==> src/rtl/branch_pkg.sv <==
// Shared definitions for the branch resolution stage: width defaults, the
// jump-target lookup table and the priority-resolved operation encoding.
package branch_pkg;

    localparam int BR_L        = 10;
    localparam int BR_LUT_W    = 5;
    localparam int BR_RS_DEPTH = 4;

    // Priority-resolved branch operation for the current cycle.
    typedef enum logic [2:0] {
        BR_NONE,
        BR_COND,
        BR_UNCOND,
        BR_CALL,
        BR_RET
    } br_op_t;

    typedef logic [BR_L-1:0] tgt_lut_t [0:(2**BR_LUT_W)-1];

    // Default table: entry i holds 8*i, wrapped to the PC width.
    function automatic tgt_lut_t build_tgt_lut();
        tgt_lut_t lut;
        for (int i = 0; i < 2**BR_LUT_W; i++) begin
            lut[i] = BR_L'(i * 8);
        end
        return lut;
    endfunction

    localparam tgt_lut_t TGT_LUT = build_tgt_lut();

endpackage

==> src/rtl/ret_stack.sv <==
// Return-address stack: fixed-depth LIFO with a count register.
// The caller never asserts push and pop together; push on full and pop on
// empty are ignored here (the parent flags them as errors).
module ret_stack #(
    parameter int L        = 10,
    parameter int RS_DEPTH = 4
) (
    input  logic         Clk,
    input  logic         Reset,
    input  logic         push,
    input  logic         pop,
    input  logic [L-1:0] din,
    output logic [L-1:0] top,
    output logic         empty,
    output logic         full
);

    localparam int PTR_W = $clog2(RS_DEPTH);
    localparam int CNT_W = PTR_W + 1;

    logic [CNT_W-1:0] count_q;
    logic [CNT_W-1:0] count_d;
    logic [L-1:0]     mem_q [RS_DEPTH];
    logic [PTR_W-1:0] wr_ptr;
    logic [PTR_W-1:0] top_ptr;
    logic             do_push;
    logic             do_pop;

    assign empty   = (count_q == '0);
    assign full    = (count_q == CNT_W'(RS_DEPTH));
    assign do_push = push && !full;
    assign do_pop  = pop && !empty;
    assign wr_ptr  = count_q[PTR_W-1:0];
    assign top_ptr = PTR_W'(count_q - CNT_W'(1));
    assign top     = mem_q[top_ptr];

    // Next entry count after this cycle's push or pop.
    always_comb begin
        count_d = count_q;
        if (do_push) begin
            count_d = count_q + CNT_W'(1);
        end else if (do_pop) begin
            count_d = count_q - CNT_W'(1);
        end
    end

    // Count register; reset empties the stack.
    always_ff @(posedge Clk) begin
        if (Reset) begin
            count_q <= '0;
        end else begin
            count_q <= count_d;
        end
    end

    // Storage write; contents are not reset, only the count is.
    always_ff @(posedge Clk) begin
        if (do_push && !Reset) begin
            mem_q[wr_ptr] <= din;
        end
    end

endmodule

==> src/rtl/branch_unit.sv <==
// Branch/jump resolution stage feeding the PC register. BranchAbs/Target are
// combinational; the PC captures them on the next Clk edge. Control priority
// is Ret > Call > BrUncond > BrCond.
// Optional build macro BRANCH_UNIT_STATS_EN adds the TakenCnt counter output.
module branch_unit
    import branch_pkg::*;
#(
    parameter int L        = BR_L,
    parameter int LUT_W    = BR_LUT_W,
    parameter int RS_DEPTH = BR_RS_DEPTH
) (
    input  logic             Clk,
    input  logic             Reset,
    input  logic             BrUncond,
    input  logic             BrCond,
    input  logic             Call,
    input  logic             Ret,
    input  logic [LUT_W-1:0] LutIdx,
    input  logic             ALU_flag,
    input  logic [L-1:0]     ProgCtr,
    output logic             BranchAbs,
    output logic [L-1:0]     Target,
    output logic             RsEmpty,
    output logic             RsFull,
    output logic             RsErr
`ifdef BRANCH_UNIT_STATS_EN
    ,
    output logic [15:0]      TakenCnt
`endif
);

    br_op_t       op;
    logic [L-1:0] lut_tgt;
    logic [L-1:0] rs_top;
    logic [L-1:0] ret_addr;
    logic         rs_push;
    logic         rs_pop;
    logic         err_q;
    logic         err_d;

    assign lut_tgt  = L'(TGT_LUT[LutIdx]);
    assign ret_addr = ProgCtr + L'(1);

    // Resolve simultaneous controls down to a single operation.
    always_comb begin
        op = BR_NONE;
        if (Ret) begin
            op = BR_RET;
        end else if (Call) begin
            op = BR_CALL;
        end else if (BrUncond) begin
            op = BR_UNCOND;
        end else if (BrCond) begin
            op = BR_COND;
        end
    end

    // Jump enable and target; reset holds both at zero.
    always_comb begin
        BranchAbs = 1'b0;
        Target    = '0;
        if (!Reset) begin
            unique case (op)
                BR_COND: begin
                    BranchAbs = ALU_flag;
                    Target    = lut_tgt;
                end
                BR_UNCOND, BR_CALL: begin
                    BranchAbs = 1'b1;
                    Target    = lut_tgt;
                end
                BR_RET: begin
                    if (!RsEmpty) begin
                        BranchAbs = 1'b1;
                        Target    = rs_top;
                    end
                end
                default: begin
                    BranchAbs = 1'b0;
                    Target    = '0;
                end
            endcase
        end
    end

    // Stack requests; a reset cycle discards any pending push or pop.
    assign rs_push = !Reset && (op == BR_CALL) && !RsFull;
    assign rs_pop  = !Reset && (op == BR_RET) && !RsEmpty;

    ret_stack #(
        .L        (L),
        .RS_DEPTH (RS_DEPTH)
    ) u_ret_stack (
        .Clk   (Clk),
        .Reset (Reset),
        .push  (rs_push),
        .pop   (rs_pop),
        .din   (ret_addr),
        .top   (rs_top),
        .empty (RsEmpty),
        .full  (RsFull)
    );

    // Error flag sets on call-while-full or return-while-empty and stays set.
    always_comb begin
        err_d = err_q;
        if ((op == BR_CALL && RsFull) || (op == BR_RET && RsEmpty)) begin
            err_d = 1'b1;
        end
    end

    // Sticky error register, cleared only by reset.
    always_ff @(posedge Clk) begin
        if (Reset) begin
            err_q <= 1'b0;
        end else begin
            err_q <= err_d;
        end
    end

    assign RsErr = err_q;

`ifdef BRANCH_UNIT_STATS_EN
    logic [15:0] taken_q;
    logic [15:0] taken_d;

    // Saturating count of cycles where a jump is taken.
    always_comb begin
        taken_d = taken_q;
        if (BranchAbs && (taken_q != 16'hFFFF)) begin
            taken_d = taken_q + 16'd1;
        end
    end

    // Taken-jump counter register.
    always_ff @(posedge Clk) begin
        if (Reset) begin
            taken_q <= '0;
        end else begin
            taken_q <= taken_d;
        end
    end

    assign TakenCnt = taken_q;
`endif

endmodule

==> config.mk <==
export PLATFORM = sky130hd
export DESIGN_NAME = branch_unit
export DESIGN_NICKNAME = d
export VERILOG_FILES = /design/src/rtl/branch_pkg.sv /design/src/rtl/ret_stack.sv /design/src/rtl/branch_unit.sv
export SDC_FILE = /design/constraint.sdc
export NUM_CORES = 1
export LEC_CHECK = 0
export BUFFER_PORTS_ARGS = -buffer_cell sky130_fd_sc_hd__buf_4
export CAP_MARGIN = 10
export CORE_MARGIN = 2
export CORE_UTILIZATION = 50
export CTS_BUF_LIST = sky130_fd_sc_hd__clkbuf_16
export CTS_CLUSTER_SIZE = 12
export DETAILED_ROUTE_END_ITERATION = 8
export MAX_ROUTING_LAYER = met4
export PLACE_DENSITY_LB_ADDON = 0.3
export SYNTH_ARGS = -nofsm -noshare
export SYNTH_HDL_FRONTEND = slang
export SYNTH_SLANG_ARGS = --single-unit
==> constraint.sdc <==
create_clock -name Clk -period 2.1 [get_ports Clk]
set_input_delay 0.315 -clock Clk [delete_from_list [all_inputs] [get_ports Clk]]
set_output_delay 0.315 -clock Clk [all_outputs]
set_load 0.005 [all_outputs]
==> results of run 1 <==
sequential cells by signal, indices dropped and copies added, names as in the netlist:
name,count
RsErr,1
u_ret_stack.count_q,3
u_ret_stack.mem_q,40
final cells by class:
class / count / area, um2
Inverter: 5 / 18.8
Multi-Input combinational cell: 76 / 763
Timing Repair Buffer: 41 / 324
Clock buffer: 5 / 125
Sequential cell: 44 / 1280
Fill cell: 307 / 1440
Tap cell: 50 / 62.6
Clock inverter: 3 / 15.0
kinds of logic after synthesis:
| group | after synthesis | share of synthesized area (%) |
|---|---|---|
| and+or+nand+nor | 36 | 11.1 |
| DFF | 44 | 61.2 |
| adders and majority gates | 6 | 3.58 |
| xor gates and xnor gates | 9 | 3.76 |
| buffers and inverters | 10 | 2.99 |
| AOI/OAI and AO/OA | 13 | 5.50 |
| muxes | 12 | 11.9 |
metrics by stage:
stage / instances / hold WS, ns / area [um2] / total power (uW)
final: 224 / 0.291 / 2590 / 3090
after global routing: 224 / 0.310 / 2590 / 3250
after CTS: 223 / 0.289 / 2580 / 3090
after detailed placement: 214 / 0.498 / 2420 / 2260
after global placement: 214 / 0.456 / 2420 / 2220
after floorplan: 130 / 0.460 / 2090 / 1860
where the power goes:
part | leakage (uW) | switching (uW) | total [uW] | internal (uW)
Combinational | 0.000515 | 552 | 1260 | 711
Sequential | 0.000395 | 43.3 | 1080 | 1040
Clock | 0.0000687 | 307 | 739 | 432
Total | 0.000978 | 902 | 3090 | 2180
timing repair:
item	4_1_cts	5_1_grt
cloned	0	0
gates resized for setup	5	1
setup endpoints to repair	11	10
buffers inserted	1	1
pin swaps	1	0
placed cells by master, fill, tap and decap left out, drive strengths merged, types with 5 or more instances in the layout:
master,n
a22o,5
and2,7
and3,7
buf,41
clkbuf,5
edfxtp,40
ha,6
inv,6
mux4,10
xnor2,8
worst paths after layout:
check,to,start,depth (start not counted)
hold reg to reg,RsErr$_SDFFE_PP0P_,RsErr$_SDFFE_PP0P_,2
setup / recovery,Target[2],u_ret_stack.count_q[1]$_SDFFE_PP0P_,6
hold / removal,u_ret_stack.count_q[0]$_SDFFE_PP0P_,Reset,2
setup reg to reg,u_ret_stack.mem_q[3][8]$_DFFE_PP_,u_ret_stack.count_q[1]$_SDFFE_PP0P_,5
synth_stat cells (all sizes together):
master / number
mux2i: 1
nand3: 3
nor2b: 2
mux2: 1
a221oi: 1
and2: 7
dfxtp: 4
o41ai: 1
a22o: 5
nand2: 3
and4: 1
a21bo: 1
edfxtp: 40
nor4: 1
nand2b: 1
a2bb2oi: 1
or2b: 1
buf: 5
mux4: 10
o22ai: 1
nand4: 2
xnor2: 8
inv: 5
nor2: 4
and3: 7
a21oi: 2
nor3: 4
xor2: 1
a22oi: 1
ha: 6
routing by layer:
metal / up-vias / track usage [%] / part of all wire, %
li1: 594 / - / -
met1: 657 / 22.1 / 41
met2: 40 / 33.2 / 51
met3: 10 / 6.17 / 5.3
met4: 0 / 10.8 / 2.7
met5: - / - / 0
==> flow_summary_export.csv, run 1 <==
group,metric,value,unit
outcome,outcome,"completed",
grt,grt_max_degree,14,
clocking,cts_root_buffer,"clkbuf_16",
cells_and_area,diodes,0,
synth,synth_fp_nets,158,
timing,setup_viol,0,
timing,max_slew_margin,72.2,%
clocking,h-tree-depth,2,
clocking,cts_hold_buf,0,
route,route.detailed.drc,0,
worst_setup_path,critical_path.top_delay_family,"flip-flops",
clocking,cts_tree,"yes",
route,vias,1301,
route,wl_per_cell,18.3,um
grt,overflow,0,
place,gp_congestion,0.755,
timing,hold_viol,0,
synth,netlist_area,2090,um2
pwr,powerDensity,1190,nW/um2
route,ant_nets,0,
timing,setup-tns-final,0,ns
grt,grt_use_total,20.2,%
place,dp_slack,0.142,ns
clocking,clk_pin_slew,0.06,ns
clocking,cts_buffers,5,
pwr,vdd_drop_max,545,uV
route,viasPerCell,5.81,
synth,ys_seq_elements,44,
worst_setup_path,crit_buf_inv,3,
worst_setup_path,cp.required,1.78,ns
worst_setup_path,r2r_slack,0.37,ns
timing,timing.clock.skew,0.00467,ns
synth,synth_area_leaders,"edfxtp_1 57%, mux4_2 11%, dfxtp_1 3.8%",
timing,fmax,0.487,GHz
place,portBuffers,35,
floorplan,rows,23,
timing,tightest_slew,0.411,ns
grt,grt_pass1_wl,6.14,mm
cells_and_area,fin_util,64.3,%
worst_setup_path,critPathLaunchType,"flop",
route,wirelength,4.09,mm
cells_and_area,finalNetCount,201,
clocking,clock_path_buffers,2,
place,dp_hpwl,2.82,mm
floorplan,die_h,68.7,um
worst_setup_path,cp_cell_sequence,"inv_2 -> ha_4 -> buf_12 -> mux4_2 -> and3_1 -> buf_4",
worst_setup_path,cp_max_fo,8,
flow_run,cap_viol_max_count,0,
synth,yosysUniqueCellTypes,34,
grt,first_global_vias,1235,
timing,finalWorstPathRequiredPeriod,2.05,ns
floorplan,die_x,68.7,um
worst_setup_path,max_stage_delay,0.34,ns
timing,slew_viol_final,0,
cells_and_area,drive_above_1_share,41.4,%
floorplan,coreArea,4030,um2
timing,rsz0062_at_grt,"no",
synth,synth_area_leader_cell,"edfxtp_1",
synth,yosys_warnings,0,
timing,fin_crit_sh,97.7,%
route,dr.pass1.iters,4,
synth,synth_area_per_cell,16.1,um2
hold_path,hold_class,"in -> reg",
worst_setup_path,critPathKind,"reg -> out",
worst_setup_path,cp_slowest_cell,"dfxtp_2",
grt,antenna_found_initial,0,
worst_setup_path,critPathCaptureType,"output port",
synth,synth_top_area_share,57.3,%
synth,synthCells,130,
synth,ys_seq_area_share,61.2,%
cells_and_area,syn_to_final_growth,23.8,%
clocking,clk-insertion-delay-late,0.28,ns
floorplan,start_util,52.0,%
clocking,clock_sinks,44,
pwr,power.leakage,0.000978,uW
timing,setup_ws,0.0473,ns
floorplan,fp.dieArea,4720,um2
worst_setup_path,critPathArrivalTime,1.74,ns
floorplan,boundaryPins,36,
route,initialDrtViolationCount,50,
Power figures use the tool's default switching activity.
==> run 2, diff against run 1 <==
- ABC_AREA: default -> 1
- CAP_MARGIN: 10 -> default
==> run 2 against run 1 <==
Net effect:
- combinational power fell by 56%
- clock skew is 0.00095 ns lower
- die area up 5.8%
- cell area is 10% higher
- synthesized area up 6.2%
- register-to-register slack improved by 0.10 ns
- final cell count grew 37%
- sequential power down 6%
- critical path type unchanged
- critical endpoint is now Target[1]
==> flow_summary_export.csv, run 2 <==
group,metric,value,unit
flow_run,cap_viol_max_count,0,
outcome,outcome,"completed",
timing,finalWorstPathRequiredPeriod,2.10,ns
worst_setup_path,r2r-end,"u_ret_stack.mem_q[3][5]$_DFFE_PP_",
pwr,power.switching,622,uW
cells_and_area,finalNetCount,282,
route,ant_nets,0,
synth,synth_area_leaders,"edfxtp_1 54%, nand2_1 4.7%, nor2_1 4.7%",
clocking,cts_root_buffer,"clkbuf_16",
route,dr.pass1.iters,4,
synth,ys_top_cells_by_count,"40 x edfxtp_1, 28 x nand2_1, 28 x nor2_1, 14 x inv_1, 10 x o21ai_0",
route,initialDrtViolationCount,72,
floorplan,coreArea,4320,um2
worst_setup_path,critPathArrivalTime,1.78,ns
clocking,cts_tree,"yes",
synth,synthArstFlopShare,0,%
hold_path,hold_class,"in -> reg",
clocking,clock_path_buffers,2,
place,gp_congestion,0.811,
timing,hold-worst-slack,0.308,ns
hold_path,worstHoldEndpoint,"RsErr$_SDFFE_PP0P_",
cells_and_area,final_area,2850,um2
route,vias,1608,
floorplan,fp.dieArea,5000,um2
synth,netlist_area,2220,um2
worst_setup_path,critPathCaptureType,"output port",
pwr,power.leakage,0.00112,uW
cells_and_area,drive_above_1_share,35.7,%
cells_and_area,diodes,0,
place,dp_hpwl,3.09,mm
hold_path,holdPathStages,2,
floorplan,die_x,70.7,um
grt,grt_max_degree,23,
grt,overflow,0,
place,portBuffers,35,
route,wl_per_cell,15.1,um
synth,synth_top_area_share,54.0,%
timing,slew_viol_final,0,
clocking,clk-insertion-delay-late,0.28,ns
cells_and_area,mostFrequentLayoutCell,"buf_4",
clocking,clock_sinks,44,
pwr,clkPwrFrac,35.3,%
synth,synthFlopType,"edfxtp_1",
timing,fin_crit_sh,99.9,%
route,viasPerCell,5.24,
synth,ys_seq_area_share,57.6,%
worst_setup_path,critPathLaunchType,"flop",
worst_setup_path,cp_max_fo,6,
timing,rsz0062_at_grt,"yes",
pwr,seqPwrFrac,41.8,%
synth,synth_fp_nets,232,
synth,yosysUniqueCellTypes,31,
place,placed_cell_area,2570,um2
timing,max_slew_margin,70.8,%
clocking,cts_hold_buf,0,
synth,synth_area_per_cell,10.9,um2
timing,timing.clock.skew,0.00372,ns
grt,grt_pass1_wl,7.20,mm
floorplan,die_h,70.7,um
floorplan,boundaryPins,36,
cells_and_area,largest_reg_flops,40,
clocking,cts_buffers,5,
grt,grt_use_total,19.7,%
route,wirelength,4.65,mm
worst_setup_path,r2r_slack,0.47,ns
timing,setup_viol,0,
hold_path,hold_path_startpoint,"Reset",
synth,yosysMostFrequentCell,"edfxtp_1",
timing,tightest_slew,0.436,ns
pwr,power_frac_comb,22.9,%
cells_and_area,syn_to_final_growth,28.2,%
worst_setup_path,critPathKind,"reg -> out",
clocking,h-tree-depth,2,
synth,synthCells,204,
synth,synth-edff-count,40,
synth,ys_seq_elements,44,
timing,hold_viol,0,
pwr,switching_share,25.9,%
worst_setup_path,r2r_start,"u_ret_stack.count_q[1]$_SDFFE_PP0P_",
clocking,clk_pin_slew,0.06,ns
pwr,p_int,1780,uW
timing,fmax,0.477,GHz
pwr,vdd_drop_max,431,uV
synth,yosys_warnings,0,
route,route.detailed.drc,0,
worst_setup_path,r2r_cells,8,
cells_and_area,final_cell_mix,"46 x buf_4, 40 x edfxtp_1, 28 x nand2_1",
grt,first_global_vias,1562,
cells_and_area,regMostFlops,"u_ret_stack.mem_q",
synth,synth_area_leader_cell,"edfxtp_1",
grt,antenna_found_initial,0,
worst_setup_path,cp.required,1.78,ns
floorplan,start_util,51.4,%
floorplan,rows,24,
pwr,powerDensity,843,nW/um2
==> run 2: changes by cell type after synthesis, sizes merged, moves of 5 or more <==
cell	before	now
inv	5	21
a21oi	2	8
and3	7	0
nor2	4	36
xnor2	8	3
nand2	3	31
a22o	5	0
xor2	1	6
and2	7	0
mux4	10	0
o21ai	0	18
==> run 2: timing repair <==
action / 4_1_cts / 5_1_grt
setup buffers: 0 / 6
cloned: 0 / 0
pin swaps: 1 / 9
setup endpoints to repair: 7 / 4
gates resized for setup: 5 / 16
==> run 2: worst max path at each step <==
stage / from / endpoint / slack (ns) / depth (start not counted)
global placement: u_ret_stack.count_q[1]$_SDFFE_PP0P_ / Target[6] / 0.17 / 8
finish: u_ret_stack.count_q[1]$_SDFFE_PP0P_ / Target[1] / 0.001 / 9
CTS: u_ret_stack.count_q[1]$_SDFFE_PP0P_ / Target[6] / 0.01 / 8
global route: u_ret_stack.count_q[1]$_SDFFE_PP0P_ / Target[3] / -0.07 / 9
floorplan: u_ret_stack.count_q[0]$_SDFFE_PP0P_ / u_ret_stack.mem_q[2][0]$_DFFE_PP_ / 0.03 / 8
detailed placement: u_ret_stack.count_q[1]$_SDFFE_PP0P_ / Target[6] / 0.14 / 8
==> run 2: final cells by class <==
| class | count | area [um2] |
|---|---|---|
| clock inverters | 3 | 37.5 |
| multi-input cells | 133 | 877 |
| fillers | 349 | 1470 |
| well taps | 52 | 65.1 |
| inverters | 22 | 91.3 |
| flip-flops and latches | 44 | 1280 |
| clock buffers | 5 | 125 |
| repair buffers | 48 | 372 |
==> run 2: logic make-up (layout without fill, tap and decap cells) <==
| logic type | count (synthesis) | count (layout) | share of synthesized area (%) |
|---|---|---|---|
| AO/OA/AOI/OAI | 37 | 37 | 10.7 |
| XOR/XNOR | 9 | 9 | 3.54 |
| adder cells (fa/ha/maj) | 6 | 6 | 3.37 |
| buffers and inverters | 27 | 78 | 5.40 |
| flip-flops | 44 | 44 | 57.6 |
| multiplexers | 4 | 4 | 1.80 |
| AND/OR/NAND/NOR | 77 | 77 | 17.5 |
==> run 2: power by group through the flow <==
| stage | Clock [uW] | Sequential [uW] | Combinational [uW] |
|---|---|---|---|
| final | 850 | 1010 | 550 |
| after global routing | 888 | 1010 | 608 |
| after CTS | 858 | 1000 | 474 |
| after detailed placement | 0 | 1020 | 455 |
| after global placement | 0 | 1020 | 449 |
| after floorplan | 0 | 1020 | 299 |
==> run 2: per-stage QoR <==
step                utilization [%]  cells  power (uW)  setup WS [ns]  setup TNS [ns]
floorplan                         -    204        1320         0.0345               0
global placement               59.5    293        1470          0.174               0
detailed placement             59.5    293        1480          0.144               0
CTS                            63.6    301        2340         0.0128               0
global route                   65.9    307        2500        -0.0671          -0.163
finish                         65.9    307        2410        0.00148               0
==> run 2: worst max-delay path: stages (launching register included) <==
cell	delay, ns
dfxtp_2	0.36
inv_4	0.06
ha_4	0.25
buf_8	0.13
buf_6	0.12
buf_4	0.14
nor2_4	0.10
o21ai_2	0.06
a21oi_2	0.14
buf_4	0.13
==> run 2: metal layers <==
metal / track usage, % / share of wire [%] / vias to the layer above
li1: - / - / 798
met1: 23.0 / 43 / 757
met2: 33.1 / 50 / 47
met3: 3.56 / 5.1 / 6
met4: 8.81 / 2.0 / 0
met5: - / 0 / -
==> run 3, diff against run 2 <==
- REMOVE_ABC_BUFFERS: default -> 1
==> run 3 against run 2 <==
Net effect:
- combinational power shrank 14%
- flip-flop and latch count is the same
- clock-buffer cell count is the same
- core utilization shrank 2.5 points
- via count shrank 4.4%
- register-to-register slack lost 0.02 ns
- global-route usage shrank 1.2 points
- largest cell class unchanged
- largest power group unchanged
- highest routed layer unchanged
==> flow_summary_export.csv, run 3 (synthesized netlist as in run 2, its figures left out) <==
group,metric,value,unit
place,dp_slack,0.233,ns
floorplan,die_x,70.7,um
place,dp_hpwl,3.05,mm
route,vias,1538,
pwr,p_int,1620,uW
worst_setup_path,critPathCaptureType,"output port",
floorplan,fp.dieArea,5000,um2
cells_and_area,largest_reg_flops,40,
route,ant_nets,0,
timing,rsz0062_at_grt,"no",
route,wirelength,4.16,mm
pwr,power_frac_comb,21.6,%
grt,grt_use_total,18.5,%
pwr,power.leakage,0.00109,uW
clocking,clock_sinks,44,
cells_and_area,regMostFlops,"u_ret_stack.mem_q",
route,initialDrtViolationCount,63,
worst_setup_path,r2r-end,"u_ret_stack.mem_q[1][3]$_DFFE_PP_",
cells_and_area,syn_to_final_growth,23.4,%
pwr,vdd_drop_max,668,uV
cells_and_area,fin_util,63.5,%
clocking,clk_pin_slew,0.06,ns
clocking,cts_tree,"yes",
cells_and_area,drive_above_1_share,32.3,%
clocking,clk-insertion-delay-late,0.28,ns
route,dr.pass1.iters,4,
timing,fmax,0.497,GHz
timing,setup_ws,0.0893,ns
route,viasPerCell,5.08,
grt,first_global_vias,1454,
timing,max_slew_margin,71.9,%
hold_path,hold_path_startpoint,"Reset",
timing,setup_viol,0,
hold_path,holdPathStages,2,
timing,hold_viol,0,
clocking,cts_buffers,5,
clocking,cts_hold_buf,0,
grt,overflow,0,
worst_setup_path,r2r_slack,0.45,ns
cells_and_area,finalNetCount,278,
timing,fin_crit_sh,95.7,%
place,gp_congestion,0.853,
outcome,outcome,"completed",
clocking,post-cts-setup-buffer-count,0,
timing,slew_viol_final,0,
worst_setup_path,cp_max_fo,7,
floorplan,coreArea,4320,um2
timing,tightest_slew,0.420,ns
floorplan,die_h,70.7,um
floorplan,start_util,51.4,%
floorplan,rows,24,
cells_and_area,mostFrequentLayoutCell,"buf_4",
pwr,powerDensity,801,nW/um2
route,route.detailed.drc,0,
clocking,h-tree-depth,2,
hold_path,worstHoldEndpoint,"RsErr$_SDFFE_PP0P_",
grt,antenna_found_initial,0,
clocking,cts_root_buffer,"clkbuf_16",
pwr,switching_share,26.2,%
worst_setup_path,critPathKind,"reg -> out",
worst_setup_path,cp.required,1.78,ns
worst_setup_path,critPathLaunchType,"flop",
timing,timing.clock.skew,0.00381,ns
worst_setup_path,r2r_start,"u_ret_stack.count_q[1]$_SDFFE_PP0P_",
pwr,clkPwrFrac,32.8,%
hold_path,hold_class,"in -> reg",
pwr,seqPwrFrac,45.7,%
cells_and_area,diodes,0,
place,placed_cell_area,2590,um2
grt,grt_max_degree,23,
clocking,clock_path_buffers,2,
place,portBuffers,35,
timing,finalWorstPathRequiredPeriod,2.01,ns
worst_setup_path,r2r_cells,8,
route,wl_per_cell,13.7,um
floorplan,boundaryPins,36,
flow_run,cap_viol_max_count,0,
pwr,power.switching,575,uW
cells_and_area,final_area,2750,um2
grt,grt_pass1_wl,6.79,mm
worst_setup_path,critPathArrivalTime,1.70,ns
cells_and_area,final_cell_mix,"44 x buf_4, 40 x edfxtp_1, 28 x nand2_1, 28 x nor2_1, 13 x inv_1",
[run 3: timing repair]
action                                  in CTS  in global routing
resized for setup                            2                  3
endpoints found under the setup margin       8                  9
pin swaps                                    0                  1
gates cloned                                 0                  0
[run 3: cell type report]
| cell class | count | area (um2) |
|---|---|---|
| timing repair buffer | 44 | 330 |
| tap | 52 | 65.1 |
| sequential | 44 | 1280 |
| fill | 350 | 1580 |
| inverter | 22 | 86.3 |
| clock buffer | 5 | 125 |
| multi-input combinational | 133 | 840 |
| clock inverter | 3 | 16.3 |
[run 3: power by group through the flow]
stage,combinational (uW),clock (uW),sequential [uW]
2_1_floorplan,275,0,1030
3_3_place_gp,458,0,1020
3_5_place_dp,463,0,1020
4_1_cts,476,734,1000
5_1_grt,529,769,1010
6_report,474,721,1000
[run 3: layer usage]
| layer | track usage [%] | routed length [um] | vias to the layer above |
|---|---|---|---|
| li1 | - | - | 790 |
| met1 | 22.9 | 1860 | 697 |
| met2 | 28.9 | 1970 | 45 |
| met3 | 4.42 | 227 | 6 |
| met4 | 8.39 | 98 | 0 |
| met5 | - | 0 | - |
[run 3: worst max-delay path: stages, from the launching register on]
cell and delay [ns]:
dfxtp_2 0.35, inv_2 0.06, ha_4 0.15, inv_1 0.10
nor2_4 0.08, nor2_8 0.16, inv_4 0.09, o32ai_2 0.28
buf_4 0.16
[run 3: worst max path at each step]
| stage | from | to | slack [ns] | cells after the start |
|---|---|---|---|---|
| global route | u_ret_stack.count_q[1]$_SDFFE_PP0P_ | Target[8] | 0.004 | 8 |
| CTS | u_ret_stack.count_q[1]$_SDFFE_PP0P_ | Target[1] | 0.03 | 8 |
| detailed placement | u_ret_stack.count_q[1]$_SDFFE_PP0P_ | Target[1] | 0.23 | 8 |
| finish | u_ret_stack.count_q[1]$_SDFFE_PP0P_ | Target[8] | 0.09 | 8 |
| global placement | u_ret_stack.count_q[1]$_SDFFE_PP0P_ | Target[1] | 0.25 | 8 |
| floorplan | u_ret_stack.count_q[0]$_SDFFE_PP0P_ | u_ret_stack.mem_q[2][0]$_DFFE_PP_ | -0.36 | 7 |
[run 3: through the flow]
step / total power, uW / TNS, ns / hold WS [ns] / cells
floorplan: 1300 / -15.80 / 0.384 / 199
global placement: 1480 / 0 / 0.463 / 295
detailed placement: 1480 / 0 / 0.469 / 295
CTS: 2210 / 0 / 0.286 / 303
global route: 2300 / 0 / 0.301 / 303
finish: 2200 / 0 / 0.289 / 303
